File: src/rtl/uart_pkg.sv
// Shared UART definitions: ASCII code points used by the text formatters and
// the state encoding of the hex transmit formatter.
package uart_pkg;

  localparam logic [7:0] ASCII_0  = 8'h30;
  localparam logic [7:0] ASCII_UA = 8'h41;
  localparam logic [7:0] ASCII_LA = 8'h61;
  localparam logic [7:0] ASCII_CR = 8'h0D;
  localparam logic [7:0] ASCII_LF = 8'h0A;

  localparam logic [1:0] ST_IDLE  = 2'd0;
  localparam logic [1:0] ST_ISSUE = 2'd1;
  localparam logic [1:0] ST_WAIT  = 2'd2;

endpackage

File: src/rtl/hex_to_ascii.sv
// Combinational nibble-to-ASCII converter: 0-9 map to '0'-'9', 10-15 map to
// 'A'-'F' or 'a'-'f' depending on the lowercase select.
module hex_to_ascii
  import uart_pkg::*;
(
  input  logic [3:0] nibble,
  input  logic       lowercase,
  output logic [7:0] ascii
);

  logic [7:0] letter_base;

  always_comb begin
    letter_base = lowercase ? ASCII_LA : ASCII_UA;
    if (nibble <= 4'd9) begin
      ascii = ASCII_0 + {4'b0000, nibble};
    end else begin
      ascii = letter_base + {4'b0000, nibble} - 8'd10;
    end
  end

endmodule

File: src/rtl/uart_hex_tx_formatter.sv
// Reports one byte as two ASCII hex characters (optionally followed by CR LF)
// through a UART_TX-style start/busy/done handshake, one character at a time.
module uart_hex_tx_formatter
  import uart_pkg::*;
#(
  parameter bit APPEND_CRLF = 1'b1,
  parameter bit LOWERCASE   = 1'b0
) (
  input  logic       i_CLK,
  input  logic       i_RESET,
  input  logic       i_VALID,
  input  logic [7:0] i_DATA,
  output logic       o_READY,
  output logic       o_BUSY,
  output logic       o_tx_DATA_READY,
  output logic [7:0] o_tx_DATA,
  input  logic       i_tx_BUSY,
  input  logic       i_tx_DONE
);

  localparam logic [1:0] LAST_INDEX = APPEND_CRLF ? 2'd3 : 2'd1;

  logic [1:0] state_reg;
  logic [1:0] index_reg;
  logic [7:0] data_reg;
  logic [7:0] tx_data_reg;

  logic [1:0] char_index;
  logic [7:0] char_src;
  logic [3:0] nibble;
  logic [7:0] hex_char;
  logic [7:0] next_char;

  // The character register is loaded one step ahead: from i_DATA on accept,
  // otherwise from the latched byte at the following index.
  always_comb begin
    if (state_reg == ST_IDLE) begin
      char_index = 2'd0;
      char_src   = i_DATA;
    end else begin
      char_index = index_reg + 2'd1;
      char_src   = data_reg;
    end
    nibble = char_index[0] ? char_src[3:0] : char_src[7:4];
  end

  hex_to_ascii u_hex_to_ascii (
    .nibble    (nibble),
    .lowercase (LOWERCASE),
    .ascii     (hex_char)
  );

  always_comb begin
    case (char_index)
      2'd2:    next_char = ASCII_CR;
      2'd3:    next_char = ASCII_LF;
      default: next_char = hex_char;
    endcase
  end

  always_ff @(posedge i_CLK or negedge i_RESET) begin
    if (!i_RESET) begin
      state_reg   <= ST_IDLE;
      index_reg   <= 2'd0;
      data_reg    <= 8'h00;
      tx_data_reg <= 8'h00;
    end else begin
      case (state_reg)
        ST_IDLE: begin
          if (i_VALID) begin
            data_reg    <= i_DATA;
            index_reg   <= 2'd0;
            tx_data_reg <= next_char;
            state_reg   <= ST_ISSUE;
          end
        end
        ST_ISSUE: begin
          if (!i_tx_BUSY) begin
            state_reg <= ST_WAIT;
          end
        end
        ST_WAIT: begin
          if (i_tx_DONE) begin
            if (index_reg == LAST_INDEX) begin
              state_reg <= ST_IDLE;
            end else begin
              index_reg   <= index_reg + 2'd1;
              tx_data_reg <= next_char;
              state_reg   <= ST_ISSUE;
            end
          end
        end
        default: state_reg <= ST_IDLE;
      endcase
    end
  end

  // Start pulse is qualified by the live busy flag so it fires in the first
  // ISSUE cycle in which the transmitter can take the character.
  assign o_tx_DATA_READY = (state_reg == ST_ISSUE) && !i_tx_BUSY;
  assign o_READY         = (state_reg == ST_IDLE);
  assign o_BUSY          = !o_READY;
  assign o_tx_DATA       = tx_data_reg;

endmodule

File: config.mk
export PLATFORM = sky130hd
export DESIGN_NAME = uart_hex_tx_formatter
export DESIGN_NICKNAME = d
export VERILOG_FILES = /design/src/rtl/uart_pkg.sv /design/src/rtl/hex_to_ascii.sv /design/src/rtl/uart_hex_tx_formatter.sv
export SDC_FILE = /design/constraint.sdc
export NUM_CORES = 1
export LEC_CHECK = 0
export ABC_AREA = 1
export ABC_CLOCK_PERIOD_IN_PS = 1700
export CAP_MARGIN = 20
export CORE_ASPECT_RATIO = 0.8
export CORE_MARGIN = 5
export CORE_UTILIZATION = 40
export CTS_CLUSTER_DIAMETER = 200
export CTS_CLUSTER_SIZE = 20
export DETAILED_ROUTE_END_ITERATION = 8
export HOLD_SLACK_MARGIN = 0.02
export PLACE_DENSITY = 0.66
export SLEW_MARGIN = 20
export SYNTH_ARGS = -nofsm -noshare
export SYNTH_HDL_FRONTEND = slang
export SYNTH_SLANG_ARGS = --single-unit
File: constraint.sdc
create_clock -name i_CLK -period 1.7 [get_ports i_CLK]
set_input_delay 0.51 -clock i_CLK [delete_from_list [all_inputs] [get_ports i_CLK]]
set_output_delay 0.51 -clock i_CLK [all_outputs]
set_load 0.05 [all_outputs]
After elaboration in Yosys (flattened, before gate mapping)

Index checks and enable logic that the tools add are counted.
W data, S select, Z words.

Output and inout port bits: 11
Memories: 0
RAM bits: 0
Bits in registers: 20
Input port bits: 13
Bits in latches: 0
Memory bits (read-only): 0

Shift-type cells: 0
$lt $le $gt $ge: 1
Reduce and logical (&&, ||, !) cells: 8
Multiplexer cells: 18
Div/mod/pow operators: 0
Equality and inequality tests: 9
Bitwise gates (word level): 0
Add/sub/neg operators: 4
$mul: 0

Operators with widths:

| operator              | number |
|---|---|
| $mux W8               | 5 |
| $pmux W8 S2           | 2 |
| $mux W2               | 7 |
| $add A7 B4 Y8 const A | 1 |
| $eq A2 B2 Y1 const B  | 4 |
| $ne A2 B2 Y1 const B  | 4 |
| $sub A8 B4 Y8 const B | 1 |
| $add A6 B4 Y7 const A | 1 |
| $pmux W2 S3           | 1 |
| $le A4 B4 Y1 const B  | 1 |
| $mux W4               | 1 |
| $pmux W2 S2           | 1 |
| $reduce_and A4 Y1     | 1 |
| $reduce_and A3 Y1     | 1 |
| $add A2 B1 Y2 const B | 1 |
| $eq A2 B1 Y1 const B  | 1 |
| $logic_not A1 Y1      | 2 |
| $logic_not A2 Y1      | 1 |
| $reduce_and A2 Y1     | 1 |
| $reduce_bool A2 Y1    | 1 |
| $logic_and A1 B1 Y1   | 1 |
| $mux W1               | 1 |

Logic depth before layout (Yosys ltp)

Word-level depth: 10
Gate-level depth with buffers: 15

Hierarchy

From an unflattened synthesis, not the netlist that was laid out.

Cell total of the unflattened synthesis: 164
Area total of the unflattened synthesis: 1,201.2 µm²

Modules (own cells, without submodules):

| module                | times used | area each (µm²) | sequential area each (µm²) | cells each |
|---|---|---|---|---|
| uart_hex_tx_formatter | 1          | 1,049.8         | 500.5                      | 138 |
| hex_to_ascii          | 1          | 151.4           | 0.0                        | 26 |

Worst setup path before layout

Ideal clock, no wire load.

Path type: input-to-output
Start: input i_tx_BUSY
End: output o_tx_DATA_READY
Setup slack: -443 ps
Cell stages on the path: 1
Data required time: 1,190 ps
Arrival time: 1,633 ps
Path buffers: 0
Cells stage by stage: nor3_1

Cells in the longest elaborated chain, start to end: 2

Ends and longest elaborated chain:

| what                | line                         | RTL |
|---|---|---|
| start: declaration  | uart_hex_tx_formatter.sv:17  | `input logic i_tx_BUSY,` |
| $logic_not A1 Y1    | uart_hex_tx_formatter.sv:100 | `assign o_tx_DATA_READY = (state_reg == ST_ISSUE) && !i_tx_BUSY;` |
| $logic_and A1 B1 Y1 | uart_hex_tx_formatter.sv:100 |  |
| end: declaration    | uart_hex_tx_formatter.sv:15  | `output logic o_tx_DATA_READY,` |

No other way between the ends.

Worst setup path in the final report

Start: register state_reg[0]
End: output o_BUSY

Cells in the longest elaborated chain, start to end: 2

Ends and longest elaborated chain:

| what                     | line                         | RTL |
|---|---|---|
| start: declaration       | uart_hex_tx_formatter.sv:23  | `logic [1:0] state_reg;` |
| start signal: assignment | uart_hex_tx_formatter.sv:63  | `state_reg <= ST_IDLE;` |
| start signal: assignment | uart_hex_tx_formatter.sv:74  | `state_reg <= ST_ISSUE;` |
| start signal: assignment | uart_hex_tx_formatter.sv:79  | `state_reg <= ST_WAIT;` |
| $logic_not A2 Y1         | uart_hex_tx_formatter.sv:101 | `assign o_READY = (state_reg == ST_IDLE);` |
| $logic_not A1 Y1         | uart_hex_tx_formatter.sv:102 | `assign o_BUSY = !o_READY;` |
| end: declaration         | uart_hex_tx_formatter.sv:14  | `output logic o_BUSY,` |

No other way between the ends.

==> flow_summary_export.csv <==
group,metric,value,unit
setup_path,start_kind,"flip-flop",
setup_path,crit_chain,"inv_4 -> nand2_8 -> buf_6 -> buf_12",
setup_path,worstReg2RegStart,"state_reg[0]",
clock_network,cts_max_path_buffers,2,
setup_path,cp.arrival,1.22,ns
setup_path,cp.depth,4,
timing,hold_slack,0.506,ns
yosys,ys_ff_latch,19,
yosys,synthCells,124,
timing,min_period,1.73,ns
clock_network,htree_levels,1,
layout,layout_commonest_cell,"nand2_1",
detailed_routing,via_per_inst,4.80,
layout,final_cell_mix,"24 x nand2_1, 19 x buf_4, 17 x dfrtp_1",
yosys,syn_area_per_cell,8.56,sq um
timing,final-setup-viol-count,6,
detailed_routing,ant_nets,0,
clock_network,clk_pin_slew_worst_paths,0.12,ns
detailed_routing,drc_errors,0,
setup_path,rrSetupSlack,-0.01,ns
grt,grt_antenna_before_repair,0,
grt,grt_max_degree,20,
yosys,synth.distinct_cells,26,
grt,grt_pass1_wl,4610,um
status,violations,"negative setup slack",
setup_path,reg2reg_to,"o_tx_DATA[1]",
timing,min_period_over_period,1.02,
place,place_hpwl,2030,um
setup_path,endpoint_kind,"output pin",
floorplan,fp.coreArea,0.00250,sq mm
min_path,hold_path_end,"data_reg[5]",
yosys,ys_warn_count,0,
layout,area_growth,61.3,%
setup_path,cp_slowest_cell,"dfrtp_2",
detailed_routing,wl_per_cell,13.6,um
timing,rsz0062_at_grt,"true",
setup_path,crit_path_max_incr_delay,0.47,ns
setup_path,r2r_cells,14,
timing,clock.fmax,577,MHz
setup_path,required,1.19,ns
place,gp_congestion,0.900,
setup_path,crit_buf_inv,3,
layout,antenna_cells,0,
floorplan,die_x,67.6,um
timing,slew_violations,0,
floorplan,rows,16,
layout,drive_above_1_share,0.450,
run,maxCapViolations,0,
clock_network,cts_sinks,19,
yosys,yosysSeqAreaShare,0.448,
detailed_routing,wirelength,2820,um
floorplan,dieArea,0.00379,sq mm
timing,setup_ws,-0.0336,ns
detailed_routing,dr.pass1.iters,4,
floorplan,io_pins,24,
timing,finalHoldViolations,0,
clock_network,cts-buffers-inserted,3,
grt,grt_pass1_vias,1013,
clock_network,cts_tree,"done",
layout,nets,187,
yosys,synth.cell_area,0.00106,sq mm
layout,largest_register_ffs,8,
floorplan,fp.dieH,56.1,um
layout,utilization,0.684,
detailed_routing,vias,993,
setup_path,cp_top_family,"flip-flops",
timing,fin_worst_skew,0.0103,ns
grt,grt_use_total,0.160,
status,status,"finished with violations",
floorplan,start_util,0.424,
setup_path,critPathMaxFanout,7,
grt,overflow,0,
min_path,min_from,"data_reg[5]",
place,numPortBuffers,22,
detailed_routing,drt_iter0_markers,34,
min_path,hold_depth,2,
setup_path,critPathKind,"reg2out",
clock_network,clock-root-buffer,"clkbuf_4",
clock_network,insertion_delay,0.30,ns
min_path,hold_class,"reg2reg",
yosys,synth.net_count,139,
## worst min-delay path, cell delays in order, from the launching register on
cell	delay, ns
dfrtp_1	0.36
nand2_1	0.05
o21ai_0	0.06
## metal layers
layer	part of all wire	GRT usage
met3	0.056	0.0444
met4	0.011	0.0462
met1	0.44	0.201
met5	0	0
met2	0.49	0.262
## synthesized netlist by cell type
| library cell | n | area, sq um |
|---|---|---|
| conb_1 | 1 | 3.75 |
| dfrtp_1 | 19 | 475 |
| ha_1 | 2 | 25.0 |
| nand2_4 | 2 | 22.5 |
| buf_2 | 1 | 5.00 |
| o21ai_1 | 2 | 10.0 |
| a21boi_1 | 2 | 15.0 |
| a21oi_1 | 5 | 25.0 |
| or2_2 | 1 | 6.26 |
| mux2_2 | 5 | 56.3 |
| or2_1 | 2 | 12.5 |
| nor3_1 | 2 | 10.0 |
| nand2_1 | 25 | 93.8 |
| a2bb2oi_1 | 1 | 8.76 |
| buf_4 | 1 | 7.51 |
| inv_1 | 11 | 41.3 |
| o21ai_2 | 1 | 8.76 |
| a22o_1 | 1 | 8.76 |
| nand3_2 | 3 | 30.0 |
| nor2_4 | 2 | 22.5 |
| nor2_1 | 8 | 30.0 |
| nand2_2 | 8 | 50.1 |
| nor2_2 | 2 | 12.5 |
| nand3_1 | 8 | 40.0 |
| inv_2 | 4 | 15.0 |
| o21ai_0 | 5 | 25.0 |
## area by class of cell
| class | count | area, sq um |
|---|---|---|
| well taps | 36 | 45.0 |
| repair buffers | 45 | 507 |
| flip-flops and latches | 19 | 478 |
| multi-input cells | 88 | 591 |
| fillers | 198 | 791 |
| clock inverters | 1 | 5.00 |
| clock buffers | 3 | 22.5 |
| inverters | 15 | 63.8 |
## worst max-delay path by stage
stage,slack (ns),from,to
finish,-0.03,state_reg[0],o_BUSY
global route,-0.16,state_reg[0],o_tx_DATA[1]
CTS,-0.04,state_reg[0],o_BUSY
detailed placement,-0.31,i_DATA[5],o_tx_DATA[1]
global placement,-0.26,i_DATA[5],o_tx_DATA[0]
floorplan,-0.06,state_reg[0],o_tx_DATA[1]
## timing repair
action | 4_1_cts | 5_1_grt
setup endpoints to repair | 6 | 10
setup buffers | 8 | 2
hold buffers | 0 | 0
pin swaps | 3 | 12
resized for setup | 12 | 10
## cells by family after synthesis
logic type	count (synthesis)	share of synthesized area
AOI/OAI and AO/OA	17	0.0955
muxes	5	0.0531
and+or+nand+nor	63	0.311
buffers and inverters	17	0.0649
DFF	19	0.448
adders and majority gates	2	0.0236
other	1	0.00353
## per-stage QoR
stage	TNS, ns	std cells	worst slack (ns)	cell area, sq um
after floorplan	-0.120	124	-0.0555	1080
after global placement	-2.16	194	-0.262	1540
after detailed placement	-2.52	194	-0.307	1540
after CTS	-0.0838	206	-0.0371	1670
after global routing	-0.978	207	-0.160	1710
final	-0.0869	207	-0.0336	1710
Power is not shown: default switching activity piles up to over one toggle a cycle in this logic, so the estimate is an artifact.
==> RTL change: new RTL, config.mk and constraints unchanged <==
Make the reset (`i_RESET`) synchronous in one clocked block.
--- a/src/rtl/uart_hex_tx_formatter.sv
+++ b/src/rtl/uart_hex_tx_formatter.sv
@@ -60,3 +60,3 @@
 
-  always_ff @(posedge i_CLK or negedge i_RESET) begin
+  always_ff @(posedge i_CLK) begin
     if (!i_RESET) begin
Function: differs if i_RESET is asserted again (counterexample within 4 cycles, from zero or initial values and one cycle with i_RESET low); with i_RESET held inactive, the same outputs for 10 cycles.
==> RTL change against the original RTL <==
The run still ends with setup timing left; maximum frequency decreased by 1.5%; synthesized area decreased by 2.5%; critical path depth unchanged; sequential cell count unchanged; utilization decreased by 0.72 points; first-iteration DRC count decreased by 2.9%; cell area decreased by 2.6%; register-to-register slack got worse by 0.03 ns; routed wire length decreased by 2.3%; synthesized cell count increased by 15%; global-route usage decreased by 0.28 points; setup slack got worse by 0.026 ns; via count increased by 9.9%; largest cell class unchanged.
==> RTL change: results <==
metrics = {
    "setup_path": {
        "reg2reg_to": "o_tx_DATA[5]$_SDFFE_PN0P_",
        "slowest_stage": "dfxtp_4",
        "critical-path-max-stage-delay_ns": 0.41,
        "worstPathArrival_ns": 1.25,
        "regToRegSetupSlack_ns": -0.04,
        "r2r-start": "state_reg[0]$_SDFFE_PN0P_",
        "cp_max_fo": 5,
        "r2r_cells": 12,
    },
    "sta": {
        "tns_ns": -0.161,
        "postLayoutSetupSlackWorst_ns": -0.0592,
        "hold_ws_ns": 0.472,
        "setup_viol": 5,
    },
    "grt": {
        "grt_pass1_vias": 1004,
        "grt_use_total": 0.157,
    },
    "yosys": {
        "synth_commonest_cells": "nand2_1 (31), dfxtp_1 (19), inv_1 (13)",
        "synth_ff_type": "dfxtp_1",
        "synth.distinct_cells": 24,
        "synth_nets": 159,
        "synthTopCellsByArea": "dfxtp_1 (37%), nand2_1 (11%), a21oi_1 (5.8%)",
    },
    "outcome": {
        "failed_checks": "setup timing",
        "outcome": "complete, but fails checks",
    },
    "placed_design": {
        "gp_congestion": 0.834,
    },
    "final_layout": {
        "fill_cells": 219,
    },
    "hold_path": {
        "min-delay-start": "data_reg[7]$_SDFFE_PN0P_",
        "min_to": "data_reg[7]$_SDFFE_PN0P_",
    },
    "route": {
        "wl_met2_um": 1390,
        "wl_met1_um": 1190,
        "num_vias": 1091,
        "wire_per_inst_um": 12.3,
    },
}
[RTL change: cells by family after synthesis]
family,count (synthesis),synth area share
AO/OA/AOI/OAI,32,0.175
adder cells (fa/ha/maj),3,0.0363
buffers and inverters,22,0.0992
flip-flops,19,0.368
other,1,0.00362
AND/OR/NAND/NOR,66,0.318
[RTL change: worst max-delay path by stage]
stage	start	end	depth (start not counted)
2_1_floorplan	state_reg[1]$_SDFFE_PN0P_	o_tx_DATA[0]$_SDFFE_PN0P_	12
3_3_place_gp	i_DATA[4]	o_tx_DATA[0]$_SDFFE_PN0P_	14
3_5_place_dp	i_DATA[4]	o_tx_DATA[1]$_SDFFE_PN0P_	14
4_1_cts	state_reg[0]$_SDFFE_PN0P_	o_tx_DATA_READY	4
5_1_grt	state_reg[0]$_SDFFE_PN0P_	o_tx_DATA_READY	4
6_report	state_reg[0]$_SDFFE_PN0P_	o_tx_DATA_READY	4
[RTL change: routing by layer]
metal	GRT usage	vias to the layer above
met5	0	-
met4	0.0520	0
met3	0.0548	5
met2	0.247	16
met1	0.198	518
li1	-	552
[RTL change: area by class of cell]
class | instances | share of cell area
multi-input cells | 102 | 0.389
inverters | 19 | 0.0443
well taps | 36 | 0.0270
repair buffers | 43 | 0.289
flip-flops and latches | 19 | 0.235
clock buffers | 4 | 0.0158
[RTL change: what timing repair did]
item,CTS,global route
resized for setup,11,14
setup buffers,1,4
hold endpoints to repair,0,0
pin swaps,7,6
endpoints found under the setup margin,8,9
[RTL change: stage by stage]
stage	instances	worst slack, ns	total power, mW
after detailed placement	215	-0.526	1.36
after global placement	215	-0.465	1.35
after floorplan	143	-0.0903	1.02
final	223	-0.0592	1.67
after global routing	223	-0.137	1.78
after CTS	220	-0.0716	1.64
